==> src/rtl/multicycle_control.sv <==
// Multicycle MIPS control FSM; Moore outputs decoded from state (FETCH strobes qualified by mem_ready).
// Latency: R-type 4, lw 5, sw 4, beq/bne 3, j 3, addi 4; mem_ready=0 stalls FETCH, MEMRD and MEMWR.
module multicycle_control (
  input  logic       clk,
  input  logic       rst_n,
  input  logic [5:0] opcode,
  input  logic       mem_ready,
  output logic       PCWrite,
  output logic       PCWriteCond,
  output logic       IorD,
  output logic       MemRead,
  output logic       MemWrite,
  output logic       IRWrite,
  output logic       MemToReg,
  output logic       RegDst,
  output logic       RegWrite,
  output logic       ALUSrcA,
  output logic       BranchNe,
  output logic [1:0] ALUSrcB,
  output logic [1:0] ALUOp,
  output logic [1:0] PCSource,
  output logic [3:0] state,
  output logic       instr_done,
  output logic       illegal_op
);

  typedef enum logic [3:0] {
    S_IDLE   = 4'd0,
    S_FETCH  = 4'd1,
    S_DECODE = 4'd2,
    S_MEMADR = 4'd3,
    S_MEMRD  = 4'd4,
    S_MEMWB  = 4'd5,
    S_MEMWR  = 4'd6,
    S_EXEC   = 4'd7,
    S_ALUWB  = 4'd8,
    S_BRANCH = 4'd9,
    S_JUMP   = 4'd10,
    S_ADDIEX = 4'd11,
    S_ADDIWB = 4'd12
  } state_e;

  localparam logic [5:0] OP_RTYPE = 6'h00;
  localparam logic [5:0] OP_LW    = 6'h23;
  localparam logic [5:0] OP_SW    = 6'h2B;
  localparam logic [5:0] OP_BEQ   = 6'h04;
  localparam logic [5:0] OP_BNE   = 6'h05;
  localparam logic [5:0] OP_J     = 6'h02;
  localparam logic [5:0] OP_ADDI  = 6'h08;

  state_e state_q, state_d;

  always_ff @(posedge clk) begin
    if (!rst_n) state_q <= S_IDLE;
    else        state_q <= state_d;
  end

  always_comb begin
    state_d = S_IDLE;
    case (state_q)
      S_IDLE:   state_d = S_FETCH;
      S_FETCH:  state_d = mem_ready ? S_DECODE : S_FETCH;
      S_DECODE: begin
        case (opcode)
          OP_RTYPE:       state_d = S_EXEC;
          OP_LW, OP_SW:   state_d = S_MEMADR;
          OP_BEQ, OP_BNE: state_d = S_BRANCH;
          OP_J:           state_d = S_JUMP;
          OP_ADDI:        state_d = S_ADDIEX;
          default:        state_d = S_FETCH;
        endcase
      end
      S_MEMADR: state_d = (opcode == OP_LW) ? S_MEMRD : S_MEMWR;
      S_MEMRD:  state_d = mem_ready ? S_MEMWB : S_MEMRD;
      S_MEMWB:  state_d = S_FETCH;
      S_MEMWR:  state_d = mem_ready ? S_FETCH : S_MEMWR;
      S_EXEC:   state_d = S_ALUWB;
      S_ALUWB:  state_d = S_FETCH;
      S_BRANCH: state_d = S_FETCH;
      S_JUMP:   state_d = S_FETCH;
      S_ADDIEX: state_d = S_ADDIWB;
      S_ADDIWB: state_d = S_FETCH;
      default:  state_d = S_IDLE;
    endcase
  end

  always_comb begin
    PCWrite     = 1'b0;
    PCWriteCond = 1'b0;
    IorD        = 1'b0;
    MemRead     = 1'b0;
    MemWrite    = 1'b0;
    IRWrite     = 1'b0;
    MemToReg    = 1'b0;
    RegDst      = 1'b0;
    RegWrite    = 1'b0;
    ALUSrcA     = 1'b0;
    BranchNe    = 1'b0;
    ALUSrcB     = 2'b00;
    ALUOp       = 2'b00;
    PCSource    = 2'b00;
    instr_done  = 1'b0;
    illegal_op  = 1'b0;
    case (state_q)
      S_FETCH: begin
        MemRead = 1'b1;
        ALUSrcB = 2'b01;
        // PC and IR only advance once the instruction word has arrived
        PCWrite = mem_ready;
        IRWrite = mem_ready;
      end
      S_DECODE: begin
        ALUSrcB    = 2'b11;
        illegal_op = !(opcode inside {OP_RTYPE, OP_LW, OP_SW, OP_BEQ, OP_BNE, OP_J, OP_ADDI});
      end
      S_MEMADR: begin
        ALUSrcA = 1'b1;
        ALUSrcB = 2'b10;
      end
      S_MEMRD: begin
        MemRead = 1'b1;
        IorD    = 1'b1;
      end
      S_MEMWB: begin
        MemToReg   = 1'b1;
        RegWrite   = 1'b1;
        instr_done = 1'b1;
      end
      S_MEMWR: begin
        MemWrite   = 1'b1;
        IorD       = 1'b1;
        instr_done = mem_ready;
      end
      S_EXEC: begin
        ALUSrcA = 1'b1;
        ALUOp   = 2'b10;
      end
      S_ALUWB: begin
        RegDst     = 1'b1;
        RegWrite   = 1'b1;
        instr_done = 1'b1;
      end
      S_BRANCH: begin
        ALUSrcA     = 1'b1;
        ALUOp       = 2'b01;
        PCWriteCond = 1'b1;
        PCSource    = 2'b01;
        BranchNe    = (opcode == OP_BNE);
        instr_done  = 1'b1;
      end
      S_JUMP: begin
        PCWrite    = 1'b1;
        PCSource   = 2'b10;
        instr_done = 1'b1;
      end
      S_ADDIEX: begin
        ALUSrcA = 1'b1;
        ALUSrcB = 2'b10;
      end
      S_ADDIWB: begin
        RegWrite   = 1'b1;
        instr_done = 1'b1;
      end
      default: ;
    endcase
  end

  assign state = state_q;

endmodule

==> config.mk <==
export PLATFORM = sky130hd
export DESIGN_NAME = multicycle_control
export DESIGN_NICKNAME = d
export VERILOG_FILES = /design/src/rtl/multicycle_control.sv
export SDC_FILE = /design/constraint.sdc
export NUM_CORES = 1
export LEC_CHECK = 0
export ABC_AREA = 1
export ABC_CLOCK_PERIOD_IN_PS = 1160
export CAP_MARGIN = 20
export CORE_MARGIN = 4
export CORE_UTILIZATION = 35
export DETAILED_ROUTE_END_ITERATION = 6
export PLACE_DENSITY = 0.79
export SLEW_MARGIN = 40
export SYNTH_ARGS = -nofsm -noshare
export SYNTH_HDL_FRONTEND = slang
export SYNTH_SLANG_ARGS = --single-unit
==> constraint.sdc <==
create_clock -name clk -period 1.16 [get_ports clk]
set_input_delay 0.116 -clock clk [delete_from_list [all_inputs] [get_ports clk]]
set_output_delay 0.116 -clock clk [all_outputs]
set_load 0.03 [all_outputs]
==> flow_summary.toml <==
[clocking]
clkTransAtPathRegs_ns = 0.04
tritoncts.num_buffers = 3
tritoncts_sink_count = 4
cts.path.max_buffers = 2
clock-root-buffer = "clkbuf_4"
clock_tree.htree_level_count = 1
insertion_delay_ns = 0.23
cts_tree = "yes"

[yosys]
synth.net_count = 113
part_of_the_yosys_area_used_for_sequential_elements_pct = 15.8
avgSynthCellArea_sq_um = 4.86
yosysWarningCount = 0
ys_dominant_reg_cell = "dfxtp_1"
synth_edf_count = 0
synth_cell_types = 15
postSynthRegisterBits = 4
postSynthCellCount = 104
post-synth-top-area-fraction_pct = 23.8
yosys.cell_count.top_type = "nand2_1"
postSynth.asyncResetShare_pct = 0
post_synth_instance_area_sq_um = 505
synth.largest_area_cell = "nand2_1"
synth_top_cells_by_count = "32 x nand2_1, 22 x nor2_1, 19 x inv_1"
synth.area.top_cells = "nand2_1 24%, nor2_1 16%, dfxtp_1 16%"

[run_status]
outcome = "complete, but fails checks"
failing_checks = "setup timing"

[floorplanning]
dieHeight_um = 46.0
num_rows = 13
fp.dieArea_sq_mm = 0.00212
core_region_area_sq_mm = 0.00133
ioPinCount = 32
initial_core_util_pct = 37.9
die_width_um = 46.0

[worst_hold_path]
worstHoldPathCells = 3
worstHoldStart = "rst_n"
hold_path_class = "primary input to register"

[layout]
flip_flop_count_of_the_largest_register_all_copies_and_words_added = 4
nets = 170
final_cells = 174
n_antenna_cell = 0
final.fill_count = 62
final_layout_size_suffix_gt1_share_pct = 56.6
final_util_pct = 90.4
syn2layout_area_growth_pct = 139

[critical_path]
critical_path_arrival_ns = 1.28
worst_r2r_path_depth = 10
critical_path_class = "register to primary output"
worstSetupEndpointType = "primary output"
start_kind = "register"
critPathLaunch = "state[3]"
critical_path_peak_fanout = 4
data_required_time_of_the_worst_path_ns = 1.04
r2r_start = "state[3]"

[power]
power.clock.fraction_pct = 20.9
power.switching_fraction_pct = 44.4
ir_worst_vdd_mv = 0.546
power.density_cell_area_mw_per_mm2 = 682
comb_power_share_pct = 58.1
seq_power_share_pct = 21.0
cellLeakagePower_nw = 0.713
cellInternalPower_w = 0.000457
p_sw_w = 0.000365

[timing]
final.min_clock_period_ns = 1.40
clock_skew_ns = 0.000545
hold_viol_final = 0
rsz0062_at_grt = "true"
fmax_mhz = 715
setup-violations-final = 21
transition_at_the_pin_with_the_smallest_max_transition_slack_ns = 0.221
setup_slack_ns = -0.238
relSlewSlack_pct = 85.2
period_share_pct = 121
report.final.slew_viol_count = 0

[grt]
grt_max_degree = 7
grt_use_total_pct = 22.6
grt_pass1_wl_mm = 3.47
grt.overflow.total = 0
grt_antenna_before_repair = 0
via_count_of_the_first_global_routing_pass = 844

[placed_design]
place.detailed.hpwl_mm = 1.40
place_congestion = 0.911
dpl.cell_count = 161
place.port_buffers = 31

[flow_run]
drv_cap = 0

[route]
drt-pass1-iter-count = 4
vias = 933
routed_wirelength_mm = 2.70
drt-wirelength-per-cell_um = 15.5
drt_iter0_markers = 25
post_drt_via_cell_ratio = 5.36
drcViolationCount = 0
drt.antenna.violating_nets = 0
## worst max-delay path, stage by stage (launching register included)
cell and delay [ns]:
dfxtp_4 0.36, inv_6 0.08, nor2_4 0.05, nand2_1 0.09, nand2_1 0.08, nor2_2 0.15, nand3_2 0.08, buf_6 0.14
## per-stage QoR
stage	hold slack (ns)	total power (W)	area [sq um]	TNS (ns)	setup slack (ns)
after floorplan	0.213	0.000374	572	-0.115	-0.0596
after global placement	0.630	0.000523	926	-1.12	-0.221
after detailed placement	0.630	0.000526	926	-1.32	-0.252
after CTS	0.436	0.000762	1110	-2.36	-0.166
after global routing	0.475	0.000856	1210	-4.28	-0.324
final	0.482	0.000822	1210	-3.23	-0.238
## area by class of cell
| cell class | count | area [sq um] | share of cell area, % |
|---|---|---|---|
| Inverter | 21 | 93.8 | 7.78 |
| Sequential cell | 4 | 95.1 | 7.88 |
| Timing Repair Buffer | 54 | 493 | 40.9 |
| Clock buffer | 3 | 22.5 | 1.87 |
| Multi-Input combinational cell | 77 | 483 | 40.0 |
| Tap cell | 15 | 18.8 | 1.56 |
## per-layer routing
layer / share of wire [%] / track usage, % / vias to the layer above
met2: 55 / 44.0 / 60
met4: 5.1 / 11.4 / 0
met3: 6.1 / 5.53 / 16
met1: 34 / 21.0 / 429
met5: 0 / 0 / -
li1: - / - / 428
## cell families (layout without fill, tap and decap cells)
kind of cell / after synthesis / after routing / share of synthesized area [%]
and+or+nand+nor: 73 / 73 / 61.4
buffers and inverters: 23 / 78 / 18.6
DFF: 4 / 4 / 15.8
AOI/OAI and AO/OA: 4 / 4 / 4.21
## what timing repair did
item                                    in CTS  in global routing
hold buffers                                 0                  0
buffers inserted                             5                  5
endpoints found under the hold margin        0                  0
pin swaps                                   11                  4
endpoints found under the setup margin      20                 22
gates resized for setup                     46                 16
## layout by cell type, fill, tap and decap left out, drive strengths merged
cell type and n:
nor2 24, nand4 2, and2 1, clkbuf 3
clkdlybuf4s50 2, a21oi 2, inv 21, o21ai 1
dfxtp 4, nor4 1, a31oi 1, nand3 13
dlygate4sd2 6, nand2 32, buf 46
## final timing paths
kind              slack (ns)    endpoint
hold / removal          0.48    state[0]
hold reg to reg         0.77    state[2]
setup reg to reg       -0.19    state[0]
setup / recovery       -0.24  instr_done
## power by group through the flow
stage          combinational (W)  sequential, W  clock [W]
6_report                0.000478       0.000172   0.000172
5_1_grt                 0.000501       0.000174   0.000182
4_1_cts                 0.000419       0.000168   0.000176
3_5_place_dp            0.000361       0.000165          0
3_3_place_gp            0.000358       0.000165          0
2_1_floorplan           0.000188       0.000186          0
Note: power is estimated with default switching activity, not from simulation.
